## config.mk

```make
export PLATFORM = sky130hd
export DESIGN_NAME = hazard_ctrl
export DESIGN_NICKNAME = d
export VERILOG_FILES = /design/src/rtl/ecap5_dproc_pkg.sv /design/src/rtl/hazard_match.sv /design/src/rtl/hazard_ctrl.sv
export SDC_FILE = /design/constraint.sdc
export NUM_CORES = 1
export LEC_CHECK = 0
export CAP_MARGIN = 20
export CORE_AREA = 2 2 71 140
export CTS_CLUSTER_SIZE = 8
export DETAILED_ROUTE_END_ITERATION = 7
export DIE_AREA = 0 0 73 142
export PLACE_DENSITY = 0.76
export SYNTH_ARGS = -nofsm -noshare
export SYNTH_HDL_FRONTEND = slang
export SYNTH_SLANG_ARGS = --single-unit
```

## constraint.sdc

```tcl
create_clock -name clk_i -period 2.22 [get_ports clk_i]
set_input_delay 0.444 -clock clk_i [delete_from_list [all_inputs] [get_ports clk_i]]
set_output_delay 0.444 -clock clk_i [all_outputs]
set_load 0.01 [all_outputs]
```

## src/rtl/ecap5_dproc_pkg.sv

```systemverilog
// Shared constants and helpers for the decode-stage hazard controller.
// Holds forward-select encodings, parameter defaults and the saturating counter step.
package ecap5_dproc_pkg;

  localparam int FLUSH_CYCLES_DEF = 2;
  localparam int NB_STAGES_DEF    = 3;
  localparam int FWD_EN_DEF       = 1;

  localparam logic [2:0] FWD_SEL_RF = 3'd0;

  function automatic logic [31:0] sat_inc32(input logic [31:0] v);
    return (v == 32'hFFFF_FFFF) ? v : v + 32'd1;
  endfunction

endpackage

```

## src/rtl/hazard_match.sv

```systemverilog
// Priority match of one decode operand against the downstream writer stages.
// The youngest matching stage decides between forwarding and stalling.
module hazard_match
  import ecap5_dproc_pkg::*;
#(
  parameter int NB_STAGES = NB_STAGES_DEF,
  parameter int FWD_EN    = FWD_EN_DEF
) (
  input  logic [4:0]             raddr_i,
  input  logic [NB_STAGES-1:0]   stg_reg_write_i,
  input  logic [5*NB_STAGES-1:0] stg_reg_addr_i,
  input  logic [NB_STAGES-1:0]   stg_result_valid_i,
  output logic [2:0]             fwd_sel_o,
  output logic                   stall_o
);

  logic       w_hit;
  logic       w_vld;
  logic [2:0] w_sel;

  always_comb begin
    w_hit = 1'b0;
    w_vld = 1'b0;
    w_sel = FWD_SEL_RF;
    // Walk oldest to youngest so the youngest match overwrites older ones.
    for (int i = NB_STAGES - 1; i >= 0; i--) begin
      if (stg_reg_write_i[i] && (raddr_i != 5'd0) &&
          (stg_reg_addr_i[5*i +: 5] == raddr_i)) begin
        w_hit = 1'b1;
        w_vld = stg_result_valid_i[i];
        w_sel = 3'(i + 1);
      end
    end
  end

  always_comb begin
    fwd_sel_o = FWD_SEL_RF;
    stall_o   = 1'b0;
    if (w_hit) begin
      if ((FWD_EN != 0) && w_vld) fwd_sel_o = w_sel;
      else                        stall_o   = 1'b1;
    end
  end

endmodule

```

## src/rtl/hazard_ctrl.sv

```systemverilog
// Decode hazard controller: branch flush window, operand forwarding/stall
// decisions and saturating stall/flush performance counters.
module hazard_ctrl
  import ecap5_dproc_pkg::*;
#(
  parameter int FLUSH_CYCLES = FLUSH_CYCLES_DEF,
  parameter int NB_STAGES    = NB_STAGES_DEF,
  parameter int FWD_EN       = FWD_EN_DEF
) (
  input  logic                   clk_i,
  input  logic                   rst_ni,
  input  logic                   branch_i,
  input  logic                   dec_valid_i,
  input  logic [4:0]             dec_raddr1_i,
  input  logic [4:0]             dec_raddr2_i,
  input  logic [NB_STAGES-1:0]   stg_reg_write_i,
  input  logic [5*NB_STAGES-1:0] stg_reg_addr_i,
  input  logic [NB_STAGES-1:0]   stg_result_valid_i,
  input  logic                   cnt_clear_i,
  output logic                   ex_discard_o,
  output logic                   dec_stall_request_o,
  output logic [2:0]             dec_fwd_sel1_o,
  output logic [2:0]             dec_fwd_sel2_o,
  output logic [31:0]            stall_cnt_o,
  output logic [31:0]            flush_cnt_o
);

  localparam int               FC_W    = $clog2(FLUSH_CYCLES + 1);
  localparam logic [FC_W-1:0]  FC_LOAD = FC_W'(FLUSH_CYCLES);

  logic [FC_W-1:0] r_flush_ctr;
  logic [31:0]     r_stall_cnt;
  logic [31:0]     r_flush_cnt;
  logic [2:0]      w_sel1;
  logic [2:0]      w_sel2;
  logic            w_stall1;
  logic            w_stall2;
  logic            w_stall;

  hazard_match #(.NB_STAGES(NB_STAGES), .FWD_EN(FWD_EN)) u_match1 (
    .raddr_i            (dec_raddr1_i),
    .stg_reg_write_i    (stg_reg_write_i),
    .stg_reg_addr_i     (stg_reg_addr_i),
    .stg_result_valid_i (stg_result_valid_i),
    .fwd_sel_o          (w_sel1),
    .stall_o            (w_stall1)
  );

  hazard_match #(.NB_STAGES(NB_STAGES), .FWD_EN(FWD_EN)) u_match2 (
    .raddr_i            (dec_raddr2_i),
    .stg_reg_write_i    (stg_reg_write_i),
    .stg_reg_addr_i     (stg_reg_addr_i),
    .stg_result_valid_i (stg_result_valid_i),
    .fwd_sel_o          (w_sel2),
    .stall_o            (w_stall2)
  );

  // A new branch always restarts the window rather than extending it.
  always_ff @(posedge clk_i or negedge rst_ni) begin
    if (!rst_ni) begin
      r_flush_ctr <= '0;
    end else if (branch_i) begin
      r_flush_ctr <= FC_LOAD;
    end else if (r_flush_ctr != '0) begin
      r_flush_ctr <= r_flush_ctr - FC_W'(1);
    end
  end

  assign ex_discard_o = (r_flush_ctr != '0);

  // An instruction being discarded cannot hold decode.
  assign w_stall             = dec_valid_i && !ex_discard_o && (w_stall1 || w_stall2);
  assign dec_stall_request_o = w_stall;
  assign dec_fwd_sel1_o      = dec_valid_i ? w_sel1 : FWD_SEL_RF;
  assign dec_fwd_sel2_o      = dec_valid_i ? w_sel2 : FWD_SEL_RF;

  always_ff @(posedge clk_i or negedge rst_ni) begin
    if (!rst_ni) begin
      r_stall_cnt <= '0;
      r_flush_cnt <= '0;
    end else if (cnt_clear_i) begin
      r_stall_cnt <= '0;
      r_flush_cnt <= '0;
    end else begin
      if (w_stall)  r_stall_cnt <= sat_inc32(r_stall_cnt);
      if (branch_i) r_flush_cnt <= sat_inc32(r_flush_cnt);
    end
  end

  assign stall_cnt_o = r_stall_cnt;
  assign flush_cnt_o = r_flush_cnt;

endmodule
```

==> results_dict.tcl, run 1 <==
set metrics [dict create \
    viasPerCell 5.891 \
    portBuffers 105 \
    comb_power_share 0.165 \
    clock_skew_ns 0.005374 \
    final_global_route_overflow_total 0 \
    synth.area.top_cells "sky130_fd_sc_hd__dfrtp_1 (40%), sky130_fd_sc_hd__xor2_1 (8.1%), sky130_fd_sc_hd__nor2_1 (4.2%)" \
    multi_input_comb_area_um2 2693 \
    fp-row-count 50 \
    cp_slowest_stage_delay_ns 0.57 \
    synth-edff-count 0 \
    wl_um 15480 \
    tritoncts "built" \
    cp.arrival_ns 2.82 \
    insertion_delay_ns 0.34 \
    drc 0 \
    num_antenna_cells 0 \
    grt_start_max_net_pins 34 \
    route.vias.total 4613 \
    top_fanout_value_on_the_critical_path 7 \
    die_width_um 73 \
    cts-buffers-inserted 9 \
    power_report.internal_total_mw 2.341 \
    postSynthRegisterBits 66 \
    netSwitchingFraction 0.2558 \
    max_slew_margin 0.5861 \
    grt_util_all_layers 0.2963 \
    fillerInstances 633 \
    final_area_um2 6775 \
    layout_worst_path_cycle_share 1.153 \
    fin_hold_ws_ns 0.1226 \
    synth.top_cells.by_count "sky130_fd_sc_hd__dfrtp_1 (66), sky130_fd_sc_hd__nor2_1 (46), sky130_fd_sc_hd__nand2_1 (42)" \
    grt_setup_unrepaired "true" \
    post_layout_nonfiller_instances 783 \
    yosysMostFrequentCell "sky130_fd_sc_hd__dfrtp_1" \
    postRouteAntennaNets 0 \
    timing.max_cap.violations 0 \
    postLayoutSetupSlackWorst_ns -0.3396 \
    endpoint_kind "register" \
    criticalPathCategory "in -> reg" \
    synthCells 466 \
    nNetsFinal 713 \
    synth_area_per_cell_um2 8.791 \
    status "finished with violations" \
    antenna_violations_before_repair 0 \
    detail_route.first_pass.iterations 5 \
    clk_transition_reported_paths_ns 0.06 \
    worstMarginPinSlew_ns 0.6209 \
    worst_setup_path_startpoint "dec_raddr2_i[2]" \
    ff_latch_area_um2 1652 \
    area_growth_pct 65.39 \
    finalWeightedCongestion 0.9348 \
    mappedNetlistArea_um2 4096 \
    p_sw_mw 0.8048 \
    die_outline_area_um2 10370 \
    placed_area_um2 5983 \
    post_synth_num_cell_types 52 \
    ff2ff_path_depth 7 \
    cts_root_buf "sky130_fd_sc_hd__clkbuf_16" \
    synth_warn 0 \
    dr.first_iter.drc_count 229 \
    detailedPlacementHpwl_um 10620 \
    vdd_ir_drop_max_mv 0.5937 \
    total_clock_sinks 66 \
    global_route_wire_length_before_repair_um 23440 \
    synth_top_area_share 0.4032 \
    setup_tns_ns -8.414 \
    setup_violations 38 \
    die_height_um 142 \
    power.sequential.fraction 0.393 \
    cts_max_level 3 \
    synth.largest_area_cell "sky130_fd_sc_hd__dfrtp_1" \
    maxClockFrequency_mhz 390.7 \
    hold_viol 0 \
    coreArea_um2 9321 \
    synth-async-reset-ratio 1.000 \
    inst_count_dp 754 \
    layout_cell_share_with_drive_strength_beyond_1 0.3314 \
    finalMaxSlewViolations 0 \
    detail_route.wl_per_cell_um 19.77 \
    clock_tree.buffer_depth 2 \
    critPathLaunchType "input pin" \
    hold_path.class "in -> async" \
    power_leakage_nw 2.939 \
    powerDensity_nw_per_um2 464.3 \
    floorplan.initialDensity 0.4395 \
    failed_checks "negative setup slack" \
    crit_path_top_delay_cell "sky130_fd_sc_hd__or4_4" \
    clockPowerShare 0.441 \
    first_global_vias 4661 \
    num_io_pins 108 \
    finalCriticalPeriod_ns 2.560 \
    r2r_start "flush_cnt_o[6]$_DFFE_PN0P_" \
    crit_required_ns 2.48 \
    seq_area_frac_synth 0.4032 \
    crit_path_cell_trace "buf_6 > or4_4 > o211a_4 > a41oi_2 > a21boi_2 > buf_4 > o21ai_4 > buf_12 > or4_1 > a21oi_2" \
    postSynth.topFlopCell "sky130_fd_sc_hd__dfrtp_1" \
]
## placed cells by master, fill, tap and decap left out, types with 15 or more instances in the layout
cell type                         Yosys  routed
sky130_fd_sc_hd__nand3_1             26      20
sky130_fd_sc_hd__inv_1               15      15
sky130_fd_sc_hd__xor2_1              38      35
sky130_fd_sc_hd__clkdlybuf4s50_1      0      70
sky130_fd_sc_hd__dfrtp_1             66      66
sky130_fd_sc_hd__nand2_1             42      40
sky130_fd_sc_hd__nor2_1              46      44
sky130_fd_sc_hd__a21oi_1             34      22
sky130_fd_sc_hd__buf_4                2      98
sky130_fd_sc_hd__nand4_1             16      16
## critical path, delay by kind of cell
| family | cells | cell delay [ns] |
|---|---|---|
| AND/OR/NAND/NOR | 2 | 1.09 |
| buffers and inverters | 3 | 0.39 |
| AO/OA/AOI/OAI | 5 | 0.89 |
## per-layer routing
layer  routed length [µm]  vias to the layer above  track usage  share of wire
li1                     -                     2105            -              -
met1                 5073                     2226       0.2889           0.33
met2                 8376                      205       0.5334           0.54
met3                 1034                       77      0.07790          0.067
met4                  992                        0       0.1793          0.064
met5                    0                        -            0              0
## power by group through the flow
stage	sequential, mW	combinational [mW]	clock (mW)
after detailed placement	1.26	0.462	0
after CTS	1.24	0.498	1.40
after global placement	1.26	0.453	0
after floorplan	1.26	0.180	0
final	1.24	0.520	1.39
after global routing	1.24	0.560	1.46
## logic make-up after synthesis
| family | after synthesis | synth area share |
|---|---|---|
| buffers and inverters | 35 | 0.03695 |
| xor gates and xnor gates | 55 | 0.1176 |
| and+or+nand+nor | 213 | 0.2773 |
| other | 1 | 0.0009154 |
| AOI/OAI and AO/OA | 87 | 0.1390 |
| adders and majority gates | 3 | 0.009164 |
| DFF | 66 | 0.4032 |
| muxes | 6 | 0.01588 |
## through the flow
step | total power, mW | setup WS (ns) | utilization
floorplan | 1.440 | -0.2280 | -
global placement | 1.709 | -1.056 | 0.6419
detailed placement | 1.721 | -1.086 | 0.6419
CTS | 3.136 | -0.2943 | 0.7034
global route | 3.256 | -0.4287 | 0.7268
finish | 3.146 | -0.3396 | 0.7268
## flip-flops by register name (all words and copies together), names as in the netlist
signal and flops:
flush_cnt_o 32, stall_cnt_o 32, r_flush_ctr 2
## area by class of cell
class	instances	area share
repair buffers	216	0.2890
inverters	15	0.008310
clock inverters	6	0.008495
flip-flops and latches	66	0.2438
multi-input cells	366	0.3974
well taps	104	0.01921
clock buffers	10	0.03380
## what timing repair did
action	4_1_cts	5_1_grt
endpoints found under the setup margin	42	50
pin swaps	42	30
gates resized for setup	158	51
cloned	1	2
setup buffers	9	6
hold buffers	0	0
## worst paths after layout
kind | end | slack [ns]
setup / recovery | stall_cnt_o[31]$_DFFE_PN0P_ | -0.34
hold / removal | stall_cnt_o[1]$_DFFE_PN0P_ | 0.12
setup reg to reg | flush_cnt_o[26]$_DFFE_PN0P_ | -0.07
hold reg to reg | r_flush_ctr[1]$_DFFE_PN0P_ | 0.51
max in group asynchronous | stall_cnt_o[24]$_DFFE_PN0P_ | 1.49
min in group clk_i | r_flush_ctr[1]$_DFFE_PN0P_ | 0.51
Power figures use the tool's default switching activity.
==> run 2, diff against run 1 <==
--- a/config.mk
+++ b/config.mk
@@ -8,7 +8,8 @@
 export CAP_MARGIN = 20
-export CORE_AREA = 2 2 71 140
+export CORE_AREA = 2 2 65 128
 export CTS_CLUSTER_SIZE = 8
 export DETAILED_ROUTE_END_ITERATION = 7
-export DIE_AREA = 0 0 73 142
-export PLACE_DENSITY = 0.76
+export DIE_AREA = 0 0 67 130
+export DONT_BUFFER_PORTS = 1
+export PLACE_DENSITY = 0.71
 export SYNTH_ARGS = -nofsm -noshare
--- a/constraint.sdc
+++ b/constraint.sdc
@@ -3,2 +3,2 @@
 set_output_delay 0.444 -clock clk_i [all_outputs]
-set_load 0.01 [all_outputs]
+set_load 0.05 [all_outputs]
==> results_dict.tcl, run 2 (synthesized netlist as in run 1, its figures left out) <==
set metrics [dict create \
    status "finished with violations" \
    failed_checks "negative setup slack" \
    global_route_wire_length_before_repair_um 18130 \
    layout_worst_path_cycle_share 1.091 \
    clock_skew_ns 0.004804 \
    die_height_um 130 \
    critPathLaunchType "input pin" \
    cts-buffers-inserted 9 \
    crit_required_ns 1.78 \
    worstPathBufferInverterCount 1 \
    post_layout_nonfiller_instances 675 \
    insertion_delay_ns 0.33 \
    power_report.internal_total_mw 2.206 \
    nNetsFinal 613 \
    dr.first_iter.drc_count 300 \
    power.sequential.fraction 0.424 \
    timing.max_cap.violations 0 \
    fillerInstances 583 \
    grt_setup_unrepaired "true" \
    placed_area_um2 5035 \
    area_growth_pct 39.22 \
    clockPowerShare 0.461 \
    setup_tns_ns -1.826 \
    viasPerCell 5.969 \
    p_sw_mw 0.7135 \
    die_outline_area_um2 8710 \
    finalCriticalPeriod_ns 2.421 \
    power_leakage_nw 2.439 \
    setup_violations 22 \
    mostFrequentLayoutCell "sky130_fd_sc_hd__buf_4" \
    fp-row-count 46 \
    inst_count_dp 646 \
    crit_path_top_delay_cell "sky130_fd_sc_hd__or4_4" \
    cp_slowest_stage_delay_ns 0.53 \
    cts_root_buf "sky130_fd_sc_hd__clkbuf_16" \
    vdd_ir_drop_max_mv 0.5500 \
    floorplan.initialDensity 0.5233 \
    worst_path_dominant_cell_family "simple AND/OR/NAND/NOR gates" \
    worstMarginPinSlew_ns 0.5111 \
    first_global_vias 3880 \
    dp_worst_setup_slack_ns -0.3813 \
    portBuffers 0 \
    coreArea_um2 7828 \
    route.vias.total 4029 \
    detail_route.first_pass.iterations 6 \
    tritoncts "built" \
    most_frequent_cells_in_the_layout "sky130_fd_sc_hd__buf_4 (99), sky130_fd_sc_hd__nor2_1 (45), sky130_fd_sc_hd__nand2_1 (41)" \
    final_area_um2 5703 \
    antenna_violations_before_repair 0 \
    total_clock_sinks 66 \
    fin_hold_ws_ns 0.004199 \
    wl_um 11820 \
    max_slew_margin 0.6584 \
    clk_transition_reported_paths_ns 0.05 \
    comb_power_share 0.115 \
    maxClockFrequency_mhz 413.0 \
    criticalPathCategory "in -> out" \
    num_antenna_cells 0 \
    hold_path.class "in -> async" \
    netSwitchingFraction 0.2444 \
    p_total_mw 2.919 \
    drc 0 \
    postRouteAntennaNets 0 \
    grt_util_all_layers 0.2686 \
    endpoint_kind "primary output" \
    num_io_pins 108 \
    finalMaxSlewViolations 0 \
    crit_path_cell_trace "or4_4 > o211a_4 > nand3_2 > o31a_1 > a21boi_2 > or2_4 > buf_12" \
    detail_route.wl_per_cell_um 17.51 \
    clock_tree.buffer_depth 2 \
    cp.arrival_ns 1.98 \
    finalWeightedCongestion 0.8615 \
    hold_viol 0 \
    postLayoutCoreUtil 0.7286 \
    cts_max_level 3 \
    postLayoutSetupSlackWorst_ns -0.2011 \
    grt_start_max_net_pins 69 \
    detailedPlacementHpwl_um 7885 \
    layout_cell_share_with_drive_strength_beyond_1 0.3575 \
    powerDensity_nw_per_um2 511.9 \
    die_width_um 67 \
    top_fanout_value_on_the_critical_path 4 \
    final_global_route_overflow_total 0 \
]
-- run 2: cell count changes in the layout (fill, tap and decap cells not counted), sizes merged, moves of 2 or more --
cell,previous run,this run
buf,129,114
clkbuf,13,16
clkdlybuf4s15,6,0
clkdlybuf4s50,70,0
clkinv,4,2
dlygate4sd2,7,0
-- run 2: metal layers --
layer | vias to the layer above | routed length, µm | track usage
met5 | - | 0 | 0
met4 | 0 | 187 | 0.09244
met3 | 21 | 834 | 0.07241
met2 | 142 | 5979 | 0.4246
met1 | 1966 | 4818 | 0.3520
li1 | 1900 | - | -
-- run 2: final timing paths --
path                                               end                        from  depth (start not counted)  slack (ns)
max                                dec_stall_request_o             dec_raddr2_i[1]                          7       -0.20
min                         stall_cnt_o[4]$_DFFE_PN0P_                      rst_ni                          1       0.004
max in group asynchronous  flush_cnt_o[14]$_DFFE_PN0P_                      rst_ni                          1        1.93
min reg2reg                 r_flush_ctr[1]$_DFFE_PN0P_  r_flush_ctr[1]$_DFFE_PN0P_                          1        0.49
max reg2reg                stall_cnt_o[27]$_DFFE_PN0P_  r_flush_ctr[0]$_DFFE_PN0P_                         10       -0.06
min in group clk_i         stall_cnt_o[24]$_DFFE_PN0P_                 cnt_clear_i                          1        0.17
-- run 2: what timing repair did --
action	CTS	global route
hold buffers	1	0
hold endpoints to repair	66	0
pin swaps	7	12
buffers inserted	2	6
resized for setup	11	43
setup endpoints to repair	17	39
gates cloned	1	3
-- run 2: power by group through the flow --
| stage | sequential (mW) | clock [mW] | combinational [mW] |
|---|---|---|---|
| after floorplan | 1.27 | 0 | 0.214 |
| after global placement | 1.26 | 0 | 0.276 |
| after detailed placement | 1.26 | 0 | 0.283 |
| after CTS | 1.24 | 1.38 | 0.321 |
| after global routing | 1.24 | 1.41 | 0.366 |
| final | 1.24 | 1.35 | 0.335 |
-- run 2: area by class of cell --
class	instances	area (µm²)	share of cell area
clock buffers	14	274.0	0.04805
well taps	96	120.1	0.02106
repair buffers	116	1020	0.1788
inverters	15	56.30	0.009873
clock inverters	2	10.01	0.001755
multi-input cells	366	2539	0.4452
flip-flops and latches	66	1684	0.2953
